`src/rtl/snake_dir_pkg.sv`:
```
// Direction encodings and helpers shared by the snake direction input path.
// One-hot bit map: [0]=UP [1]=DOWN [2]=LEFT [3]=RIGHT.
package snake_dir_pkg;

    localparam logic [3:0] DIR_UP    = 4'b0001;
    localparam logic [3:0] DIR_DOWN  = 4'b0010;
    localparam logic [3:0] DIR_LEFT  = 4'b0100;
    localparam logic [3:0] DIR_RIGHT = 4'b1000;

    // 10 ms at 25 MHz; counter width covers the full legal range up to 2^20-1.
    localparam int unsigned DEFAULT_DEBOUNCE_CYCLES = 250000;
    localparam int unsigned DEBOUNCE_CNT_W          = 20;

    function automatic logic [3:0] opposite_dir(input logic [3:0] dir);
        logic [3:0] opp;
        case (dir)
            DIR_UP:    opp = DIR_DOWN;
            DIR_DOWN:  opp = DIR_UP;
            DIR_LEFT:  opp = DIR_RIGHT;
            DIR_RIGHT: opp = DIR_LEFT;
            default:   opp = 4'b0000;
        endcase
        return opp;
    endfunction

endpackage

```
`src/rtl/button_debouncer.sv`:
```
// One push-button: two-flop synchroniser, stability counter, and a
// one-cycle press pulse on each debounced rising edge.
module button_debouncer
    import snake_dir_pkg::*;
#(
    parameter int unsigned DEBOUNCE_CYCLES = DEFAULT_DEBOUNCE_CYCLES
) (
    input  logic clk,
    input  logic reset,
    input  logic raw,
    output logic level,
    output logic press
);

    localparam logic [DEBOUNCE_CNT_W-1:0] CNT_LAST = DEBOUNCE_CNT_W'(DEBOUNCE_CYCLES - 1);

    logic                      sync1_q, sync2_q;
    logic                      db_q, db_d;
    logic                      db_prev_q;
    logic [DEBOUNCE_CNT_W-1:0] cnt_q, cnt_d;

    // Any sample equal to the current level restarts the stability count.
    always_comb begin
        cnt_d = cnt_q;
        db_d  = db_q;
        if (sync2_q == db_q) begin
            cnt_d = '0;
        end else if (cnt_q == CNT_LAST) begin
            db_d  = sync2_q;
            cnt_d = '0;
        end else begin
            cnt_d = cnt_q + 1'b1;
        end
    end

    always_ff @(posedge clk) begin
        if (reset) begin
            sync1_q   <= 1'b0;
            sync2_q   <= 1'b0;
            cnt_q     <= '0;
            db_q      <= 1'b0;
            db_prev_q <= 1'b0;
        end else begin
            sync1_q   <= raw;
            sync2_q   <= sync1_q;
            cnt_q     <= cnt_d;
            db_q      <= db_d;
            db_prev_q <= db_q;
        end
    end

    assign level = db_q;
    assign press = db_q & ~db_prev_q;

endmodule

```
`src/rtl/snake_dir_input.sv`:
```
// Debounced button presses -> validated, tick-committed one-hot snake direction.
// Optional SNAKE_DIR_PAUSE_EN adds a pause button that blanks move_dir.
module snake_dir_input
    import snake_dir_pkg::*;
#(
    parameter int unsigned DEBOUNCE_CYCLES = DEFAULT_DEBOUNCE_CYCLES,
    parameter logic [3:0]  INIT_DIR        = DIR_RIGHT
) (
    input  logic       clk,
    input  logic       reset,
    input  logic [3:0] btn_raw,
    input  logic       step_tick,
`ifdef SNAKE_DIR_PAUSE_EN
    input  logic       btn_pause,
`endif
    output logic [3:0] move_dir,
    output logic       dir_changed,
    output logic       req_pending
);

    logic [3:0] dir_press;
    logic [3:0] unused_level;

    for (genvar i = 0; i < 4; i++) begin : g_btn
        button_debouncer #(.DEBOUNCE_CYCLES(DEBOUNCE_CYCLES)) u_db (
            .clk   (clk),
            .reset (reset),
            .raw   (btn_raw[i]),
            .level (unused_level[i]),
            .press (dir_press[i])
        );
    end

    logic paused;
    logic pause_toggle;

`ifdef SNAKE_DIR_PAUSE_EN
    logic paused_q;
    logic unused_pause_level;

    button_debouncer #(.DEBOUNCE_CYCLES(DEBOUNCE_CYCLES)) u_pause_db (
        .clk   (clk),
        .reset (reset),
        .raw   (btn_pause),
        .level (unused_pause_level),
        .press (pause_toggle)
    );

    always_ff @(posedge clk) begin
        if (reset) begin
            paused_q <= 1'b0;
        end else if (pause_toggle) begin
            paused_q <= ~paused_q;
        end
    end

    assign paused = paused_q;
`else
    assign paused       = 1'b0;
    assign pause_toggle = 1'b0;
`endif

    logic [3:0] dir_q, dir_d;
    logic [3:0] pending_q, pending_d;
    logic       req_pending_q, req_pending_d;
    logic       dir_changed_q, dir_changed_d;
    logic [3:0] cand;
    logic       commit;
    logic       accept_now;
    logic       accept_post;

    // A request is latched into pending and only becomes move_dir on a
    // step_tick, so two presses within one step can never reverse the snake.
    always_comb begin
        cand = 4'b0000;
        if      (dir_press[0]) cand = DIR_UP;
        else if (dir_press[1]) cand = DIR_DOWN;
        else if (dir_press[2]) cand = DIR_LEFT;
        else if (dir_press[3]) cand = DIR_RIGHT;

        commit      = step_tick && req_pending_q && !paused;
        accept_now  = (cand != 4'b0000) && (cand != dir_q)
                      && (cand != opposite_dir(dir_q)) && !paused;
        accept_post = (cand != pending_q) && (cand != opposite_dir(pending_q));

        dir_d         = dir_q;
        pending_d     = pending_q;
        req_pending_d = req_pending_q;
        dir_changed_d = 1'b0;

        if (commit) begin
            dir_d         = pending_q;
            dir_changed_d = 1'b1;
            req_pending_d = 1'b0;
        end

        // On a commit edge the new press must also be legal against the
        // direction being committed, otherwise it is dropped.
        if (accept_now && (!commit || accept_post)) begin
            pending_d     = cand;
            req_pending_d = 1'b1;
        end

        if (pause_toggle && paused) begin
            dir_changed_d = 1'b1;
        end
    end

    always_ff @(posedge clk) begin
        if (reset) begin
            dir_q         <= INIT_DIR;
            pending_q     <= 4'b0000;
            req_pending_q <= 1'b0;
            dir_changed_q <= 1'b0;
        end else begin
            dir_q         <= dir_d;
            pending_q     <= pending_d;
            req_pending_q <= req_pending_d;
            dir_changed_q <= dir_changed_d;
        end
    end

    assign move_dir    = paused ? 4'b0000 : dir_q;
    assign dir_changed = dir_changed_q;
    assign req_pending = req_pending_q;

endmodule

```
`config.mk`:
```
export PLATFORM = sky130hd
export DESIGN_NAME = snake_dir_input
export DESIGN_NICKNAME = d
export VERILOG_FILES = /design/src/rtl/snake_dir_pkg.sv /design/src/rtl/button_debouncer.sv /design/src/rtl/snake_dir_input.sv
export SDC_FILE = /design/constraint.sdc
export NUM_CORES = 1
export LEC_CHECK = 0
export BUFFER_PORTS_ARGS = -buffer_cell sky130_fd_sc_hd__buf_2
export CELL_PAD_IN_SITES_DETAIL_PLACEMENT = 0
export CELL_PAD_IN_SITES_GLOBAL_PLACEMENT = 1
export CORE_MARGIN = 3
export CORE_UTILIZATION = 48
export CTS_CLUSTER_DIAMETER = 50
export DETAILED_ROUTE_END_ITERATION = 7
export GPL_TIMING_DRIVEN = 0
export PLACE_DENSITY = 0.8
export SYNTH_ARGS = -nofsm -noshare
export SYNTH_HDL_FRONTEND = slang
export SYNTH_SLANG_ARGS = --single-unit
```
`constraint.sdc`:
```
create_clock -name clk -period 2.5 [get_ports clk]
set_clock_uncertainty 0.2 [all_clocks]
set_input_delay 0.25 -clock clk [delete_from_list [all_inputs] [get_ports clk]]
set_output_delay 0.25 -clock clk [all_outputs]
set_load 0.01 [all_outputs]
```
---- After elaboration in Yosys (flattened, before gate mapping) ----
Index checks and enable logic that the tools add are counted.
cells by class
  eq/ne operators ......................... 20
  multiplexer cells ....................... 9
  bitwise gates (word level) .............. 12
  reduce and logical (&&, ||, !) cells .... 17
  $add $sub $neg .......................... 4
operator list
  operator                                                                 number
  20-bit by 1-bit adder with 20-bit output, second input constant          4
  20-bit by 18-bit equality test with 1-bit output, second input constant  4
  4-bit one-hot mux with 4 select lines                                    2
  4-bit two-way mux                                                        4
  4-bit != test                                                            4
  3-bit OR reduction                                                       4
  4-bit by 1-bit equality test with 1-bit output, second input constant    2
  4-bit by 2-bit equality test with 1-bit output, second input constant    2
  4-bit by 3-bit equality test with 1-bit output, second input constant    2
  4-bit equality test, second input constant                               2
  1-bit NOT                                                                8
  2-bit AND reduction                                                      4
  1-bit logical AND                                                        5
  1-bit AND                                                                4
  1-bit equality test                                                      4
  4-bit nonzero test                                                       1
  1-bit two-way mux                                                        3
  2-bit nonzero test                                                       1
  1-bit logical NOT                                                        1
  1-bit logical OR                                                         1
word-level totals
  flip-flop bits (word level) ............. 106
  input bits .............................. 7

---- Depth between registers and ports, before layout ----
Gate-level depths: netlist (run 1).
  depth after elaboration ................. 11
  depth in mapped cells ................... 8
  mapped depth without buffers ............ 7

---- Hierarchy ----
From an unflattened synthesis (run 1), not the netlist that was laid out.
unflattened totals
  cell total of the unflattened synthesis .. 561
  area, all modules ....................... 4928.5 um^2
modules (own cells, without submodules)
  module            cells an instance  sequential area each (um^2)  area each (um^2)  times used
  button_debouncer  117                480.5                        1047.3            4
  snake_dir_input   93                 200.2                        739.5             1

---- Worst setup path after synthesis (run 1) ----
Ideal clock, no wire load.
  kind .................................... register to register
  from .................................... register pending_q[2]
  to ...................................... register pending_q[0]
  required time ........................... 2.179 ns
  arrival ................................. 1.955 ns
  setup slack ............................. 0.224 ns
  stages on the path, launching flop included .. 9
  path buffers ............................ 2
  setup time .............................. 0.121 ns
  cell sequence ........................... dfxtp_1 buf_6 or2_1 or3b_1 a221oi_1 o211ai_1 and4_1 buf_6 mux2_4
between the ends
  word-level cells in the longest chain between the ends .. 6
  elaborated cells on any way between the ends .. 10
  classes of those cells .................. eq/ne (6); mux (1); reduce/logical (3)
ends and longest elaborated chain
  item                                               RTL line                source
  from (decl)                                        snake_dir_input.sv:64   logic [3:0] pending_q, pending_d;
  from (signal assigned)                             snake_dir_input.sv:117  pending_q <= pending_d;
  4-bit equality test, or another cell as far along  snake_dir_pkg.sv:16     case (dir)
  4-bit one-hot mux with 4 select lines              snake_dir_pkg.sv:16
  4-bit != test                                      snake_dir_input.sv:84   accept_post = (cand != pending_q) && (cand != opposite_dir(pending_q));
  1-bit logical AND *                                snake_dir_input.sv:84
  1-bit logical OR *                                 snake_dir_input.sv:99   if (accept_now && (!commit || accept_post)) begin
  1-bit logical AND *                                snake_dir_input.sv:99
Every way passes the cells marked *; elsewhere a longest branch is shown, timed or not.
A chain may end at the register's enable or synchronous reset.

---- Worst setup path after layout (run 1) ----
  from .................................... register g_btn[0].u_db.db_q
  to ...................................... register pending_q[2]
between the ends
  word-level cells in the longest chain between the ends .. 6
  elaborated cells on any way between the ends .. 12
  classes of those cells .................. eq/ne (4); mux (1); bitwise (1); reduce/logical (6)
ends and longest elaborated chain
  item                                                          RTL line                                      source
  from (decl)                                                   button_debouncer.sv:18                        logic db_q, db_d;
  from (signal assigned)                                        button_debouncer.sv:41                        db_q <= 1'b0;
  from (signal assigned)                                        button_debouncer.sv:47                        db_q <= db_d;
  1-bit AND *                                                   button_debouncer.sv:53                        assign press = db_q & ~db_prev_q;
  4-bit two-way mux *                                           snake_dir_input.sv:76                         if (dir_press[0]) cand = DIR_UP;
  4-bit != test, or another cell as far along                   snake_dir_input.sv:82                         accept_now = (cand != 4'b0000) && (cand != dir_q)
  1-bit logical AND, on equally long branches                   snake_dir_input.sv:82, snake_dir_input.sv:84
  1-bit logical AND / 1-bit logical OR (equally long branches)  snake_dir_input.sv:83, snake_dir_input.sv:99
  1-bit logical AND                                             snake_dir_input.sv:99
Marks and branches as above.

==> results of run 1 <==
cell usage in the layout, fill, tap and decap left out, drive strengths merged, types with 6 or more instances in the layout:
cell / n
and3: 17
buf: 18
clkbuf: 22
dfxtp: 106
inv: 12
nand2: 31
nand2b: 6
nand3: 37
nand4: 16
nor2: 111
nor2b: 19
nor4: 11
xnor2: 34
xor2: 46
power by group:
part / internal (µW) / switching (µW)
clock network: 374 / 590
logic: 18.2 / 25.6
registers: 1690 / 3.93
total: 2090 / 620
routing by layer:
layer / vias to the layer above / share of wire (%)
met5: - / 0
met4: 0 / 0.94
met3: 7 / 2.6
met2: 21 / 47
met1: 1594 / 49
li1: 1846 / -
state kept, by name (all words and copies together), names as in the netlist:
name	flops
g_btn.u_db.level	4
g_btn.u_db.cnt_q	80
pending_q	4
req_pending	1
g_btn.u_db.sync2_q	4
g_btn.u_db.sync1_q	4
move_dir	4
g_btn.u_db.db_prev_q	4
dir_changed	1
tightest hold or removal path: stages:
cell                      delay (ns)
sky130_fd_sc_hd__buf_2          0.15
sky130_fd_sc_hd__nor2b_1        0.12
sky130_fd_sc_hd__mux2_4         0.14
per-stage QoR:
| stage | worst slack, ns | area (µm²) | cells | setup TNS, ns | utilization, % |
|---|---|---|---|---|---|
| floorplan | 0.224 | 4680 | 530 | 0 | - |
| global placement | 0.123 | 4900 | 671 | 0 | 52.3 |
| detailed placement | 0.102 | 4900 | 671 | 0 | 52.3 |
| CTS | 0.0724 | 5130 | 692 | 0 | 54.7 |
| global route | -0.00124 | 5150 | 692 | -0.00124 | 55.0 |
| finish | 0.0874 | 5150 | 692 | 0 | 55.0 |
timing repair:
action / CTS / global route
endpoints found under the hold margin: 7 / 0
setup endpoints to repair: 0 / 11
gates resized for setup: 0 / 10
hold buffers: 5 / 0
worst min-delay path by stage:
stage	end	slack [ns]	cells past startpoint
5_1_grt	pending_q[2]	0.15	3
6_report	pending_q[0]	0.13	3
4_1_cts	pending_q[2]	0.14	3
2_1_floorplan	g_btn[0].u_db.sync1_q	0.18	1
3_5_place_dp	g_btn[0].u_db.sync2_q	0.22	1
3_3_place_gp	g_btn[3].u_db.sync2_q	0.22	1
final cells by class:
type / count / area (µm²) / area share (%)
Sequential cell: 106 / 2130 / 41.3
Timing Repair Buffer: 17 / 110 / 2.14
Multi-Input combinational cell: 397 / 2450 / 47.6
Buffer: 18 / 95.1 / 1.85
Tap cell: 129 / 161 / 3.13
Clock buffer: 10 / 128 / 2.48
Inverter: 9 / 33.8 / 0.655
Clock inverter: 6 / 47.5 / 0.923
cells by family (layout without fill, tap and decap cells):
group	Yosys count	count (layout)	synth area share, %
buffers and inverters	27	60	2.67
DFF	106	106	45.3
and+or+nand+nor	281	281	30.4
AOI/OAI and AO/OA	24	24	3.48
adders and majority gates	4	4	1.07
muxes	8	8	2.03
xor gates and xnor gates	80	80	15.0
==> impl_table.tex, run 1 <==
\begin{tabular}{lr}
\hline
Metric & Value \\
\hline
\multicolumn{2}{l}{\textbf{Die}} \\
I/O pin total & 13 \\
Placeable core region & 9370 µm² \\
Number of cell rows & 35 \\
Die width & 105 µm \\
Initial Utilization & 49.9\% \\
Chip Height & around 100 µm \\
Total die area & 11000 µm² \\
\multicolumn{2}{l}{\textbf{Timing}} \\
Worst hold margin & 0.135 ns \\
Slew at the pin closest to its max-slew limit & 0.540 ns \\
Fin. max-slew vios & 0 \\
Final number of hold-violating endpoints & 0 \\
Crit path time final & 2.41 ns \\
Highest Clock Rate & 414 MHz \\
Setup-violating endpoint count in the final report & 0 \\
Slew headroom & 64.0\% \\
Final worst-path cycle share & 96.5\% \\
\multicolumn{2}{l}{\textbf{Setup path}} \\
Worst setup path start & g\_btn[0].u\_db.level \\
Instance count on the critical path & 8 \\
Crit path kind & register to register \\
Cell type of the slowest stage on the worst timing path & sky130\_fd\_sc\_hd\_\_or4\_1 \\
Data required time at the worst endpoint & 2.55 ns \\
Worst Reg-to-Reg Cells & 8 \\
Worst reg2reg path endpoint & pending\_q[2] \\
Largest delay share family, worst path & simple AND/OR/NAND/NOR gates \\
R2r startpoint & g\_btn[0].u\_db.level \\
Series of cell instances along the critical path & nor2b\_2 -> buf\_4 -> or4\_1 -> o211ai\_1 -> a22oi\_1 -> and4\_1 -> buf\_6 -> mux2\_4 \\
Reg-to-reg slack, setup & 0.09 ns \\
Kind of end point of the critical path & register \\
Combined buffer and inverter count along the critical path & 2 \\
Startpoint type of the worst setup path & register \\
Critical Path End & pending\_q[2] \\
Data arrival time at the worst-slack endpoint & 2.46 ns \\
Delay of the slowest cell on the worst path & roughly 0.52 ns \\
CP max FO & 10 \\
\multicolumn{2}{l}{\textbf{Finish}} \\
Layout cell share with drive strength beyond 1 & 7.64\% \\
Post-layout net count & between 500 and 600 \\
Area Overhead vs Synth & 10.1\% \\
Fill cell instance count of the final layout & 888 \\
Antenna cell count & 0 \\
\multicolumn{2}{l}{\textbf{Yosys}} \\
Average footprint of a synthesized cell & 8.83 µm² \\
Commonest cells post-synth & 111 x sky130\_fd\_sc\_hd\_\_nor2\_1, 106 x sky130\_fd\_sc\_hd\_\_dfxtp\_1, 46 x sky130\_fd\_sc\_hd\_\_xor2\_1 \\
Share of synthesized registers carrying an async set or reset & 0\% \\
Net count after synthesis & 541 \\
Synth unique cells & between 40 and 50 \\
Sequential share of the synthesized area & between 40\% and 50\% \\
Most frequent cell after synthesis & sky130\_fd\_sc\_hd\_\_nor2\_1 \\
Largest area contributor in the synthesized netlist & sky130\_fd\_sc\_hd\_\_dfxtp\_1 \\
Number of enable flip-flop cells after synthesis & 0 \\
Post-synthesis cell count & 530 \\
Area contributors post-synth & sky130\_fd\_sc\_hd\_\_dfxtp\_1 45\%, sky130\_fd\_sc\_hd\_\_nor2\_1 8.9\%, sky130\_fd\_sc\_hd\_\_xor2\_1 8.6\% \\
Post-synthesis instance area & 4680 µm² \\
Synthesis warning total & 0 \\
Area share of the leading cell type in the synthesized netlist & a little under half \\
Top\_reg\_cell synth & sky130\_fd\_sc\_hd\_\_dfxtp\_1 \\
Flip-flop and latch count after synthesis & 106 \\
\multicolumn{2}{l}{\textbf{Clock network}} \\
Post-CTS setup-driven buffer insertion count & 0 \\
Num Clock Sinks & $\sim$110 \\
Clock-pin transition on the worst setup and hold timing paths & $\sim$0.11 ns \\
Level count of the clock H-tree & 3 \\
Buffer depth of the longest clock path & 2 \\
TritonCTS clock tree & done \\
Root Driver & sky130\_fd\_sc\_hd\_\_clkbuf\_8 \\
Clk Latency, worst-skew pair & 0.37 ns \\
Number of buffers inserted during clock tree synthesis & 9 \\
\multicolumn{2}{l}{\textbf{GRT}} \\
Global route overflow & 0 \\
Global-route wire length before repair & 14700 µm \\
Pin count of the biggest net entering global routing & 19 \\
Met3 routing resource usage after global routing & 4.63\% \\
Via count of the first global-routing pass & 3277 \\
GR peak layer & met2 \\
Antenna violations before repair & 0 \\
Global routing met2 resource utilization & 27.4\% \\
Routing usage on met1 & 19.8\% \\
Global-route usage over all layers & 15.9\% \\
\multicolumn{2}{l}{\textbf{Hold path}} \\
Path category of the worst min-delay check & input port to register \\
Hold Startpoint & reset \\
\multicolumn{2}{l}{\textbf{Pwr}} \\
Maximum vdd drop & 0.340 mV \\
Power Density & 525 nW/µm² \\
Total power draw & 2710 µW \\
Leakage dissipation & 0.00173 µW \\
\multicolumn{2}{l}{\textbf{Routing}} \\
Routed len/inst & approximately 12 µm \\
Final wirelength & between 8000 and 9000 µm \\
Count of nets left with antenna violations after detail routing & 0 \\
Vias after detailed routing & 3468 \\
Detail-routed via count per cell & 5.01 \\
Number of optimization iterations in the first detailed-route pass & 4 \\
Violation count after the first detailed-route iteration & between 100 and 150 \\
Post-route DRC & 0 \\
\multicolumn{2}{l}{\textbf{Run}} \\
Max Cap Violations & 0 \\
\multicolumn{2}{l}{\textbf{Placement}} \\
Final Wtd Congestion & 0.760 \\
Count of buffers from port buffering & 12 \\
Post-DP HPWL & a little under 6000 µm \\
\multicolumn{2}{l}{\textbf{Outcome}} \\
Status & finished clean \\
\hline
\end{tabular}
(Power assumes the default switching activity.)
==> run 2: changes to the inputs <==
--- a/config.mk
+++ b/config.mk
@@ -6,14 +6,12 @@
 export NUM_CORES = 1
 export LEC_CHECK = 0
 export BUFFER_PORTS_ARGS = -buffer_cell sky130_fd_sc_hd__buf_2
-export CELL_PAD_IN_SITES_DETAIL_PLACEMENT = 0
-export CELL_PAD_IN_SITES_GLOBAL_PLACEMENT = 1
 export CORE_MARGIN = 3
-export CORE_UTILIZATION = 48
+export CORE_UTILIZATION = 60
 export CTS_CLUSTER_DIAMETER = 50
 export DETAILED_ROUTE_END_ITERATION = 7
 export GPL_TIMING_DRIVEN = 0
-export PLACE_DENSITY = 0.8
+export PLACE_DENSITY = 0.78
 export SYNTH_ARGS = -nofsm -noshare
 export SYNTH_HDL_FRONTEND = slang
 export SYNTH_SLANG_ARGS = --single-unit
==> run 2 against run 1 <==
Net effect: total power increased by 6.3%; register-to-register slack got worse by 0.06 ns; wire length increased by 2.6%; global-route usage increased by 4.6 points; critical path type unchanged; largest power group unchanged; highest routed layer unchanged.
==> impl_table.tex, run 2 (synthesis gave the netlist of run 1 again) <==
\begin{tabular}{lr}
\hline
Metric & Value \\
\hline
\multicolumn{2}{l}{\textbf{Setup path}} \\
Data required time at the worst endpoint & 2.55 ns \\
Worst Reg-to-Reg Cells & 8 \\
Worst reg2reg path endpoint & pending\_q[0] \\
Reg-to-reg slack, setup & 0.03 ns \\
R2r startpoint & pending\_q[2] \\
Kind of end point of the critical path & register \\
Data arrival time at the worst-slack endpoint & 2.52 ns \\
Startpoint type of the worst setup path & register \\
Crit path kind & register to register \\
CP max FO & 8 \\
Worst setup path start & pending\_q[2] \\
\multicolumn{2}{l}{\textbf{Clock network}} \\
TritonCTS clock tree & done \\
Clk Latency, worst-skew pair & between 0.3 and 0.4 ns \\
Num Clock Sinks & 106 \\
Root Driver & sky130\_fd\_sc\_hd\_\_clkbuf\_8 \\
Buffer depth of the longest clock path & 2 \\
Number of buffers inserted during clock tree synthesis & 9 \\
Clock-pin transition on the worst setup and hold timing paths & about 0.10 ns \\
Level count of the clock H-tree & 3 \\
\multicolumn{2}{l}{\textbf{Routing}} \\
Post-route DRC & 0 \\
Number of optimization iterations in the first detailed-route pass & 4 \\
Vias after detailed routing & $\sim$3600 \\
Count of nets left with antenna violations after detail routing & 0 \\
Routed len/inst & 12.9 µm \\
Final wirelength & 8510 µm \\
Detail-routed via count per cell & 5.45 \\
Violation count after the first detailed-route iteration & 137 \\
\multicolumn{2}{l}{\textbf{Timing}} \\
Fin. max-slew vios & 0 \\
Setup-violating endpoint count in the final report & 0 \\
Crit path time final & 2.47 ns \\
Highest Clock Rate & around 400 MHz \\
Slew at the pin closest to its max-slew limit & 0.529 ns \\
Final number of hold-violating endpoints & 0 \\
Slew headroom & 64.4\% \\
Final worst-path cycle share & a little over nine tenths \\
\multicolumn{2}{l}{\textbf{Finish}} \\
Non-Filler Instances & 661 \\
Most frequent standard cell in the layout excluding fill and tap cells & sky130\_fd\_sc\_hd\_\_nor2\_1 \\
Number of flip-flops in the largest register & 80 \\
Final standard cell area without fillers & 5140 µm² \\
Area Overhead vs Synth & 9.89\% \\
Antenna cell count & 0 \\
Post-layout net count & 569 \\
Layout cell share with drive strength beyond 1 & 7.65\% \\
Commonest non-fill, non-tap cells in the layout & 111 x sky130\_fd\_sc\_hd\_\_nor2\_1, 105 x sky130\_fd\_sc\_hd\_\_dfxtp\_1, 46 x sky130\_fd\_sc\_hd\_\_xor2\_1, 37 x sky130\_fd\_sc\_hd\_\_nand3\_1, 34 x sky130\_fd\_sc\_hd\_\_xnor2\_1 \\
Most flop-heavy register & g\_btn.u\_db.cnt\_q \\
\multicolumn{2}{l}{\textbf{Die}} \\
Chip Height & approximately 94 µm \\
Total die area & approximately 9000 µm² \\
Placeable core region & 7410 µm² \\
Initial Utilization & 63.2\% \\
Die width & roughly 94 µm \\
I/O pin total & 13 \\
Number of cell rows & 31 \\
\multicolumn{2}{l}{\textbf{Placement}} \\
Post-DP HPWL & 5950 µm \\
Final Wtd Congestion & 0.829 \\
Count of buffers from port buffering & 12 \\
Total placed cells including tap cells & $\sim$640 \\
Cell area after placement & $\sim$4900 µm² \\
\multicolumn{2}{l}{\textbf{Hold path}} \\
Cell depth of the worst hold path & 3 \\
Hold EP & pending\_q[2] \\
Path category of the worst min-delay check & input port to register \\
Hold Startpoint & reset \\
\multicolumn{2}{l}{\textbf{GRT}} \\
Via count of the first global-routing pass & 3480 \\
Global route overflow & 0 \\
Global-route wire length before repair & 14800 µm \\
Antenna violations before repair & 0 \\
Pin count of the biggest net entering global routing & 17 \\
Global-route usage over all layers & 20.5\% \\
\multicolumn{2}{l}{\textbf{Pwr}} \\
Leakage dissipation & 0.00175 µW \\
Power Density & 559 nW/µm² \\
Maximum vdd drop & between 0.3 and 0.4 mV \\
\multicolumn{2}{l}{\textbf{Run}} \\
Max Cap Violations & 0 \\
\multicolumn{2}{l}{\textbf{Outcome}} \\
Status & finished clean \\
\hline
\end{tabular}
## run 2: metal layers
metal / GRT usage [%] / up-vias / share of wire, %
met4: 7.94 / 0 / 1.2
met5: 0 / - / 0
met2: 34.6 / 66 / 49
met1: 25.9 / 1684 / 47
li1: - / 1842 / -
met3: 4.01 / 12 / 3.5
## run 2: critical path, cell delays in order (launching register included)
cell                       delay, ns
sky130_fd_sc_hd__dfxtp_1        0.32
sky130_fd_sc_hd__buf_6          0.13
sky130_fd_sc_hd__or2_1          0.25
sky130_fd_sc_hd__or3b_1         0.40
sky130_fd_sc_hd__a221oi_2       0.30
sky130_fd_sc_hd__o211ai_1       0.15
sky130_fd_sc_hd__and4_1         0.18
sky130_fd_sc_hd__buf_6          0.14
sky130_fd_sc_hd__mux2_4         0.29
## run 2: area by class of cell
type / instances / area (µm²)
plain buffers: 18 / 93.8
clock buffers: 11 / 141
clock inverters: 4 / 73.8
fillers: 584 / 2260
inverters: 9 / 33.8
multi-input cells: 397 / 2440
flip-flops and latches: 106 / 2120
well taps: 99 / 124
repair buffers: 17 / 110
## run 2: how the worst max path moves through the flow
stage / to / slack [ns] / cells after the start
after floorplan: pending_q[0] / 0.22 / 8
after detailed placement: pending_q[0] / 0.09 / 7
after global placement: pending_q[1] / 0.10 / 7
final: pending_q[0] / 0.03 / 8
after CTS: pending_q[0] / 0.03 / 8
after global routing: pending_q[0] / -0.03 / 8
## run 2: what timing repair did
item                                    4_1_cts  5_1_grt
buffers inserted                              0        0
resized for setup                             0        8
hold buffers                                  5        0
endpoints found under the hold margin         7        0
endpoints found under the setup margin        0        6
## run 2: stage by stage
step	power (µW)	util (%)	TNS, ns	setup WS, ns	hold slack, ns
2_1_floorplan	1760	-	0	0.224	0.178
3_3_place_gp	1780	65.7	0	0.101	0.218
3_5_place_dp	1780	65.7	0	0.0930	0.225
4_1_cts	2900	69.2	0	0.0261	0.130
5_1_grt	2970	69.4	-0.0746	-0.0331	0.151
6_report	2880	69.4	0	0.0301	0.149
## run 2: power breakdown
| group | switching, µW | internal (µW) |
|---|---|---|
| combinational | 26.3 | 18.3 |
| sequential | 4.05 | 1690 |
| clock | 544 | 589 |
==> run 3: changes to the inputs <==
--- a/config.mk
+++ b/config.mk
@@ -11,7 +11,7 @@
 export CTS_CLUSTER_DIAMETER = 50
 export DETAILED_ROUTE_END_ITERATION = 7
 export GPL_TIMING_DRIVEN = 0
-export PLACE_DENSITY = 0.78
+export PLACE_DENSITY = 0.77
 export SYNTH_ARGS = -nofsm -noshare
 export SYNTH_HDL_FRONTEND = slang
 export SYNTH_SLANG_ARGS = --single-unit
==> run 3 against run 2 <==
Net effect: clock power decreased by 6%; combinational power decreased by 0.9%; non-clock buffer count unchanged; sequential share of layout area rose by 0.13 points; final cell count grew 0.15%; first-iteration DRC count down 23%; die area is the same; worst setup slack improved by 0.026 ns; worst hold slack worse by 0.0020 ns; fmax rose by 1.1%; critical path type unchanged; critical endpoint unchanged; largest cell class unchanged.
==> impl_table.tex, run 3 (synthesis gave the netlist of run 1 again) <==
\begin{tabular}{lr}
\hline
Metric & Value \\
\hline
\multicolumn{2}{l}{\textbf{Finish}} \\
Non-Filler Instances & 662 \\
Post-layout net count & 569 \\
Fill cell instance count of the final layout & between 600 and 700 \\
Antenna cell count & 0 \\
Layout cell share with drive strength beyond 1 & 7.10\% \\
Number of flip-flops in the largest register & 80 \\
Final standard cell area without fillers & around 5100 µm² \\
Area Overhead vs Synth & 9.49\% \\
Commonest non-fill, non-tap cells in the layout & 111 x sky130\_fd\_sc\_hd\_\_nor2\_1, 106 x sky130\_fd\_sc\_hd\_\_dfxtp\_1, 46 x sky130\_fd\_sc\_hd\_\_xor2\_1, 37 x sky130\_fd\_sc\_hd\_\_nand3\_1, 34 x sky130\_fd\_sc\_hd\_\_xnor2\_1 \\
Most flop-heavy register & g\_btn.u\_db.cnt\_q \\
Most frequent standard cell in the layout excluding fill and tap cells & sky130\_fd\_sc\_hd\_\_nor2\_1 \\
\multicolumn{2}{l}{\textbf{Pwr}} \\
Maximum vdd drop & 0.392 mV \\
Power Density & 547 nW/µm² \\
Leakage dissipation & 0.00173 µW \\
Total power draw & 2800 µW \\
\multicolumn{2}{l}{\textbf{Placement}} \\
Count of buffers from port buffering & 12 \\
Final Wtd Congestion & 0.804 \\
Worst slack at placement & a little over 0.07 ns \\
Total placed cells including tap cells & 641 \\
Post-DP HPWL & just under 6000 µm \\
Cell area after placement & 4860 µm² \\
\multicolumn{2}{l}{\textbf{Setup path}} \\
Reg-to-reg slack, setup & 0.06 ns \\
Crit path kind & register to register \\
Data arrival time at the worst-slack endpoint & roughly 2.5 ns \\
Data required time at the worst endpoint & between 2 and 3 ns \\
Worst Reg-to-Reg Cells & 8 \\
Worst reg2reg path endpoint & pending\_q[0] \\
R2r startpoint & g\_btn[0].u\_db.level \\
Kind of end point of the critical path & register \\
CP max FO & 10 \\
Worst setup path start & g\_btn[0].u\_db.level \\
Startpoint type of the worst setup path & register \\
\multicolumn{2}{l}{\textbf{Routing}} \\
Routed len/inst & 12.7 µm \\
Post-route DRC & 0 \\
Vias after detailed routing & 3600 \\
Final wirelength & $\sim$8400 µm \\
Detail-routed via count per cell & 5.44 \\
Count of nets left with antenna violations after detail routing & 0 \\
Number of optimization iterations in the first detailed-route pass & 4 \\
Violation count after the first detailed-route iteration & approximately 110 \\
\multicolumn{2}{l}{\textbf{Run}} \\
Max Cap Violations & 0 \\
\multicolumn{2}{l}{\textbf{Timing}} \\
Total Neg Setup Slack & 0 ns \\
Fin. max-slew vios & 0 \\
Final number of hold-violating endpoints & 0 \\
Slew at the pin closest to its max-slew limit & 0.489 ns \\
Unrepaired setup endpoints after global routing & false \\
Crit path time final & 2.44 ns \\
Setup-violating endpoint count in the final report & 0 \\
Slew headroom & 67.1\% \\
Worst Setup Slack, final & 0.0565 ns \\
Final worst-path cycle share & a little over nine tenths \\
Highest Clock Rate & slightly above 400 MHz \\
\multicolumn{2}{l}{\textbf{Clock network}} \\
Root Driver & sky130\_fd\_sc\_hd\_\_clkbuf\_8 \\
Number of buffers inserted during clock tree synthesis & 9 \\
Buffer depth of the longest clock path & 2 \\
Level count of the clock H-tree & 3 \\
Clock-pin transition on the worst setup and hold timing paths & roughly 0.09 ns \\
Clk Latency, worst-skew pair & around 0.36 ns \\
Num Clock Sinks & 106 \\
TritonCTS clock tree & done \\
\multicolumn{2}{l}{\textbf{Die}} \\
Initial Utilization & 63.2\% \\
Placeable core region & roughly 7400 µm² \\
I/O pin total & 13 \\
Die width & 94.3 µm \\
Number of cell rows & 31 \\
Total die area & 8900 µm² \\
Chip Height & 94.3 µm \\
\multicolumn{2}{l}{\textbf{GRT}} \\
Antenna violations before repair & 0 \\
Global-route wire length before repair & 14600 µm \\
Global-route usage over all layers & 20.2\% \\
Pin count of the biggest net entering global routing & 18 \\
Via count of the first global-routing pass & 3329 \\
Global route overflow & 0 \\
\multicolumn{2}{l}{\textbf{Hold path}} \\
Cell depth of the worst hold path & 3 \\
Path category of the worst min-delay check & input port to register \\
Hold Startpoint & reset \\
Hold EP & pending\_q[2] \\
\multicolumn{2}{l}{\textbf{Outcome}} \\
Status & finished clean \\
\hline
\end{tabular}
==> run 3: cell type report <==
| type | count | area, µm² | share of cell area, % |
|---|---|---|---|
| multi-input combinational | 397 | 2440 | 47.7 |
| sequential | 106 | 2120 | 41.4 |
| clock buffer | 11 | 141 | 2.76 |
| tap | 99 | 124 | 2.42 |
| timing repair buffer | 17 | 110 | 2.15 |
| buffer | 18 | 91.3 | 1.78 |
| clock inverter | 5 | 60.1 | 1.17 |
| inverter | 9 | 33.8 | 0.659 |
==> run 3: power breakdown <==
group / switching [µW] / internal (µW) / leakage (µW)
Clock: 562 / 497 / 0.000100
Sequential: 4.13 / 1690 / 0.000855
Combinational: 26.2 / 18.1 / 0.000774
==> run 3: how the worst max path moves through the flow <==
stage          depth (start not counted)            to  slack, ns
2_1_floorplan                          8  pending_q[0]       0.22
3_3_place_gp                           8  pending_q[1]       0.12
3_5_place_dp                           8  pending_q[1]       0.07
4_1_cts                                8  pending_q[0]       0.05
5_1_grt                                7  pending_q[2]      0.003
6_report                               8  pending_q[0]       0.06
==> run 3: routing by layer <==
layer  global-route usage, %  vias up  wire length [µm]
met2                    33.3       76              3980
met4                    5.05        0                91
met3                    5.69        9               363
met1                    26.3     1673              3950
met5                       0        -                 0
li1                        -     1842                 -
==> run 3: timing repair <==
item | in CTS | in global routing
resized for setup | 0 | 2
buffers inserted | 0 | 0
endpoints found under the hold margin | 7 | 0
endpoints found under the setup margin | 0 | 10
hold buffers | 5 | 0
==> run 3: critical path, cell delays in order, from the launching register on <==
cell and delay, ns:
sky130_fd_sc_hd__dfxtp_1 0.37, sky130_fd_sc_hd__nor2b_2 0.20, sky130_fd_sc_hd__buf_2 0.18, sky130_fd_sc_hd__or4_1 0.54, sky130_fd_sc_hd__o211ai_1 0.13, sky130_fd_sc_hd__a22oi_1 0.09, sky130_fd_sc_hd__and4_1 0.21, sky130_fd_sc_hd__buf_6 0.13
sky130_fd_sc_hd__mux2_4 0.29
==> run 3: per-stage QoR <==
stage          hold slack (ns)  util (%)
2_1_floorplan            0.178         -
3_3_place_gp             0.219      65.7
3_5_place_dp             0.229      65.7
4_1_cts                  0.125      69.1
5_1_grt                  0.142      69.2
6_report                 0.147      69.2
